File: src/rtl/fb_pixel_writer.sv
// fb_pixel_writer: reads the rasterizer's pixel FIFO, unpacks each word into
// coordinates and an RGB666 colour, and drops pixels outside H_RES x V_RES.
// In-bounds pixels are written to the framebuffer at y*H_RES + x.
// A clear_req pulse fills every address with CLEAR_COLOR.
//
// Ports:
//   clk, rst_n            clock, synchronous active-low reset
//   empty, rd_en, rd_data pixel FIFO interface; data is valid the cycle after rd_en
//   mem_addr/wdata/we/ack framebuffer write handshake; mem_we is held until acked
//   clear_req, clear_busy clear request pulse, and the busy flag for the sweep
//   pix_count, drop_count pixels written and off-screen pixels dropped since reset
module fb_pixel_writer #(
  parameter int unsigned H_RES       = 640,
  parameter int unsigned V_RES       = 480,
  parameter int unsigned ADDR_W      = 19,
  parameter logic [17:0] CLEAR_COLOR = 18'h00000
) (
  input  logic              clk,
  input  logic              rst_n,
  input  logic              empty,
  output logic              rd_en,
  input  logic [95:0]       rd_data,
  output logic [ADDR_W-1:0] mem_addr,
  output logic [17:0]       mem_wdata,
  output logic              mem_we,
  input  logic              mem_ack,
  input  logic              clear_req,
  output logic              clear_busy,
  output logic [31:0]       pix_count,
  output logic [31:0]       drop_count
);

  localparam logic [ADDR_W-1:0] LAST_ADDR = ADDR_W'(H_RES * V_RES - 1);

  typedef enum logic [1:0] {
    S_IDLE,
    S_WAIT,
    S_WRITE,
    S_CLEAR
  } state_e;

  state_e              state_q, state_d;
  logic [ADDR_W-1:0]   addr_q, addr_d;
  logic [17:0]         wdata_q, wdata_d;
  logic                we_q, we_d;
  logic                busy_q, busy_d;
  logic                pend_q, pend_d;
  logic [31:0]         pix_q, pix_d;
  logic [31:0]         drop_q, drop_d;
  logic                rd_en_c;

  // Unpacked fields of the FIFO word.
  logic [8:0]          px_y;
  logic [9:0]          px_x;
  logic [17:0]         px_rgb;
  logic                px_off;
  logic [31:0]         px_lin;

  assign px_y   = rd_data[88:80];
  assign px_x   = rd_data[73:64];
  assign px_rgb = {rd_data[55:50], rd_data[47:42], rd_data[39:34]};
  assign px_off = (32'(px_x) >= H_RES) || (32'(px_y) >= V_RES);
  assign px_lin = 32'(px_y) * H_RES + 32'(px_x);

  logic unused_bits;
  assign unused_bits = ^{rd_data[95:89], rd_data[79:74], rd_data[63:56],
                         rd_data[49:48], rd_data[41:40], rd_data[33:0],
                         px_lin[31:ADDR_W]};

  always_ff @(posedge clk) begin
    if (!rst_n) begin
      state_q <= S_IDLE;
      addr_q  <= '0;
      wdata_q <= '0;
      we_q    <= 1'b0;
      busy_q  <= 1'b0;
      pend_q  <= 1'b0;
      pix_q   <= '0;
      drop_q  <= '0;
    end else begin
      state_q <= state_d;
      addr_q  <= addr_d;
      wdata_q <= wdata_d;
      we_q    <= we_d;
      busy_q  <= busy_d;
      pend_q  <= pend_d;
      pix_q   <= pix_d;
      drop_q  <= drop_d;
    end
  end

  always_comb begin
    state_d = state_q;
    addr_d  = addr_q;
    wdata_d = wdata_q;
    we_d    = we_q;
    busy_d  = busy_q;
    pix_d   = pix_q;
    drop_d  = drop_q;
    rd_en_c = 1'b0;
    // A request is remembered everywhere except during the sweep itself.
    pend_d  = pend_q | (clear_req && (state_q != S_CLEAR));

    case (state_q)
      S_IDLE: begin
        if (pend_q || clear_req) begin
          state_d = S_CLEAR;
          busy_d  = 1'b1;
          pend_d  = 1'b0;
          addr_d  = '0;
          wdata_d = CLEAR_COLOR;
          we_d    = 1'b1;
        end else if (!empty) begin
          rd_en_c = 1'b1;
          state_d = S_WAIT;
        end
      end
      S_WAIT: begin
        if (px_off) begin
          drop_d  = drop_q + 32'd1;
          state_d = S_IDLE;
        end else begin
          addr_d  = px_lin[ADDR_W-1:0];
          wdata_d = px_rgb;
          we_d    = 1'b1;
          state_d = S_WRITE;
        end
      end
      S_WRITE: begin
        if (mem_ack) begin
          we_d    = 1'b0;
          pix_d   = pix_q + 32'd1;
          state_d = S_IDLE;
        end
      end
      S_CLEAR: begin
        if (mem_ack) begin
          if (addr_q == LAST_ADDR) begin
            we_d    = 1'b0;
            busy_d  = 1'b0;
            addr_d  = '0;
            state_d = S_IDLE;
          end else begin
            addr_d = addr_q + 1'b1;
          end
        end
      end
      default: state_d = S_IDLE;
    endcase
  end

  // The pop strobe is combinational so it always reflects this cycle's empty;
  // gating with rst_n keeps a held reset from popping the FIFO.
  assign rd_en      = rd_en_c & rst_n;
  assign mem_addr   = addr_q;
  assign mem_wdata  = wdata_q;
  assign mem_we     = we_q;
  assign clear_busy = busy_q;
  assign pix_count  = pix_q;
  assign drop_count = drop_q;

endmodule

File: config.mk
export PLATFORM = sky130hd
export DESIGN_NAME = fb_pixel_writer
export DESIGN_NICKNAME = d
export VERILOG_FILES = /design/src/rtl/fb_pixel_writer.sv
export SDC_FILE = /design/constraint.sdc
export NUM_CORES = 1
export LEC_CHECK = 0
export BUFFER_PORTS_ARGS = -buffer_cell sky130_fd_sc_hd__buf_4
export CORE_ASPECT_RATIO = 1.1
export CORE_MARGIN = 2
export CORE_UTILIZATION = 30
export CTS_CLUSTER_DIAMETER = 150
export DETAILED_ROUTE_END_ITERATION = 10
export GPL_TIMING_DRIVEN = 1
export PLACE_DENSITY = 0.54
export SETUP_SLACK_MARGIN = 0.2
export SYNTH_ARGS = -nofsm -noshare
export SYNTH_HDL_FRONTEND = slang
export SYNTH_SLANG_ARGS = --single-unit
File: constraint.sdc
create_clock -name clk -period 4.3 [get_ports clk]
set_input_delay 0.215 -clock clk [delete_from_list [all_inputs] [get_ports clk]]
set_output_delay 0.215 -clock clk [all_outputs]
set_load 0.005 [all_outputs]
==> results_dict.tcl <==
set metrics [dict create \
    status "completed" \
    yosys_register_bits 106 \
    layout_common_cells "148 x buf_4, 106 x dfxtp_1, 85 x nor2_1" \
    synth_cell_types 66 \
    rows 52 \
    rsz0062_at_grt "false" \
    switching_share_pct 28.7 \
    critPathMaxFanout 22 \
    cts_hold_buf 0 \
    drive_gt1_share_pct 21.9 \
    cts.sinks 106 \
    p_int_mw 1.65 \
    grt_usage_pct 16.0 \
    initial_core_util_pct 30.5 \
    htree_levels 3 \
    synth_top_area_cell "dfxtp_1" \
    clkSlewWorstSetupHoldPaths_ps 80 \
    worstMarginPinSlew_ps 903 \
    port_buffers 145 \
    post-route-period-util_pct 59.0 \
    fmax_mhz 394 \
    vias_per_cell 4.97 \
    max_cap_violations 0 \
    cts_resized 0 \
    synth_fp_nets 802 \
    dieWidth_um 134 \
    drt_wl_total_mm 15.9 \
    syn_inst 679 \
    pwr_density_cell_mw_per_mm2 319 \
    synth-edff-count 0 \
    coreArea_mm2 0.0183 \
    skew_ps 8.31 \
    p_leak_nw 2.85 \
    antenna_left 0 \
    syn2layout_area_growth_pct 29.3 \
    tritoncts "done" \
    syn_area_mm2 0.00560 \
    fillers 1912 \
    comb_power_share_pct 17.1 \
    grt-ovfl-total 0 \
    antenna_found_initial 0 \
    drc 0 \
    grt_max_degree 49 \
    cts_root_buf "clkbuf_16" \
    ys.flop_type "dfxtp_1" \
    dieArea_mm2 0.0198 \
    drtIter0Drc 304 \
    r2r_cells 6 \
    clock_path_buffers 2 \
    wl_per_cell_um 14.9 \
    grt_pass1_wl_mm 25.6 \
    peakVddDrop_uv 186 \
    report.final.slew_viol_count 0 \
    power.switching_mw 0.662 \
    diodes 0 \
    critPathArrivalTime_ps 2820 \
    synth_top_area_share_pct 37.9 \
    layout.nets 940 \
    synth_area_leaders "dfxtp_1 38%, xor2_1 6.4%, nor2_1 5.7%, nand3_1 5.2%, ha_1 4.5%" \
    reg2reg_setup_slack_ps 1760 \
    yosysWarnings 0 \
    pwr-share-seq_pct 45.3 \
    drt-pass1-iter-count 4 \
    finalSetupTns_ps 0 \
    end_kind "flip-flop" \
    die_h_um 147 \
    finalHoldViolCount 0 \
    pre_cts_slack_ps 1390 \
    path_class "flip-flop to flip-flop" \
    post_cts_buffers 0 \
    layout_commonest_cell "buf_4" \
    grt_pass1_vias 4896 \
    slew_headroom_pct 39.7 \
    place.gp.congestion 0.792 \
    via_count 5292 \
    dp_hpwl_mm 11.7 \
    setup_viol 0 \
    clock_latency_ps 360 \
    cp-start-kind "flip-flop" \
    seq_area_frac_synth_pct 37.9 \
    postLayoutSetupSlackWorst_ps 1760 \
    finalCriticalPeriod_ps 2540 \
    async_flop_share_pct 0 \
    hold_depth 3 \
    min_path_type "input port to flip-flop" \
    clkPwrFrac_pct 37.5 \
    ios 205 \
    cts_buffers 9 \
    avgSynthCellArea_um2 8.24 \
    required_ps 4580 \
]
final timing paths:
check                             start                     endpoint
max             state_q[0]$_SDFFE_PN0P_  drop_count[31]$_SDFFE_PN0P_
max reg2reg     state_q[0]$_SDFFE_PN0P_  drop_count[31]$_SDFFE_PN0P_
min reg2reg  mem_wdata[13]$_SDFFE_PN0P_   mem_wdata[13]$_SDFFE_PN0P_
min                         rd_data[66]     mem_addr[2]$_SDFFE_PN0P_
registers in the layout (all words and copies together), names as in the netlist:
register    flops
mem_addr       19
pix_count      32
clear_busy      1
state_q         2
mem_wdata      18
drop_count     32
pend_q          1
mem_we          1
metal layers:
layer | wire length [um] | vias up | track usage, %
met5 | 0 | - | 0
met4 | 304 | 0 | 6.05
met3 | 675 | 16 | 2.55
met2 | 7340 | 116 | 25.5
met1 | 7540 | 2454 | 21.7
li1 | - | 2706 | -
cells in the mapped netlist, types with 3 or more instances:
| library cell | count |
|---|---|
| nor2_1 | 85 |
| a21oi_1 | 48 |
| inv_1 | 12 |
| and4_1 | 11 |
| a22oi_1 | 6 |
| xor2_1 | 41 |
| xnor2_1 | 25 |
| o22ai_1 | 5 |
| and2_1 | 13 |
| o21a_1 | 3 |
| nor3_1 | 16 |
| clkbuf_1 | 18 |
| o21ai_0 | 26 |
| and3_1 | 15 |
| or3_1 | 11 |
| a31oi_1 | 6 |
| nand4_1 | 17 |
| o2bb2ai_1 | 3 |
| or2_2 | 4 |
| a21o_1 | 3 |
| nand2_1 | 63 |
| dfxtp_1 | 106 |
| nor4_2 | 3 |
| nand3_1 | 58 |
| nor2b_1 | 4 |
| nand2b_1 | 6 |
| or4_1 | 3 |
| ha_1 | 20 |
metrics by stage:
stage | util [%] | power (mW) | cells | hold slack (ps) | cell area, um2
after floorplan | - | 1.31 | 679 | 367 | 5600
final | 39.4 | 2.31 | 1065 | 122 | 7240
after detailed placement | 37.8 | 1.47 | 1049 | 447 | 6930
after CTS | 39.4 | 2.34 | 1065 | 111 | 7240
after global placement | 37.8 | 1.47 | 1049 | 440 | 6930
after global routing | 39.4 | 2.42 | 1065 | 114 | 7240
power groups by stage:
stage | logic, mW | clock network, mW | registers (mW)
3_5_place_dp | 0.399 | 0 | 1.07
4_1_cts | 0.401 | 0.892 | 1.05
3_3_place_gp | 0.399 | 0 | 1.07
6_report | 0.395 | 0.866 | 1.05
2_1_floorplan | 0.261 | 0 | 1.05
5_1_grt | 0.440 | 0.928 | 1.05
cell families (layout without fill, tap and decap cells):
| logic type | after synthesis | after routing | synth area share, % |
|---|---|---|---|
| AOI/OAI and AO/OA | 130 | 130 | 14.9 |
| xor gates and xnor gates | 66 | 66 | 10.3 |
| adders and majority gates | 22 | 22 | 5.19 |
| buffers and inverters | 34 | 177 | 2.33 |
| DFF | 106 | 106 | 37.9 |
| muxes | 1 | 1 | 0.179 |
| and+or+nand+nor | 320 | 320 | 29.2 |
worst max-delay path, stage by stage (launching register included):
cell and delay [ps]:
dfxtp_1 740, or2b_4 370, a21oi_2 340, and3_1 310, nand4_1 170, or3_1 390, a21oi_1 140
cell type report:
| class | count | area, um2 | area share [%] |
|---|---|---|---|
| multi-input combinational | 539 | 3350 | 46.2 |
| sequential | 106 | 2120 | 29.3 |
| timing repair buffer | 148 | 1110 | 15.4 |
| tap | 243 | 304 | 4.20 |
| clock buffer | 11 | 243 | 3.35 |
| clock inverter | 5 | 62.6 | 0.864 |
| inverter | 13 | 48.8 | 0.674 |
Note: power is estimated with default switching activity, not from simulation.
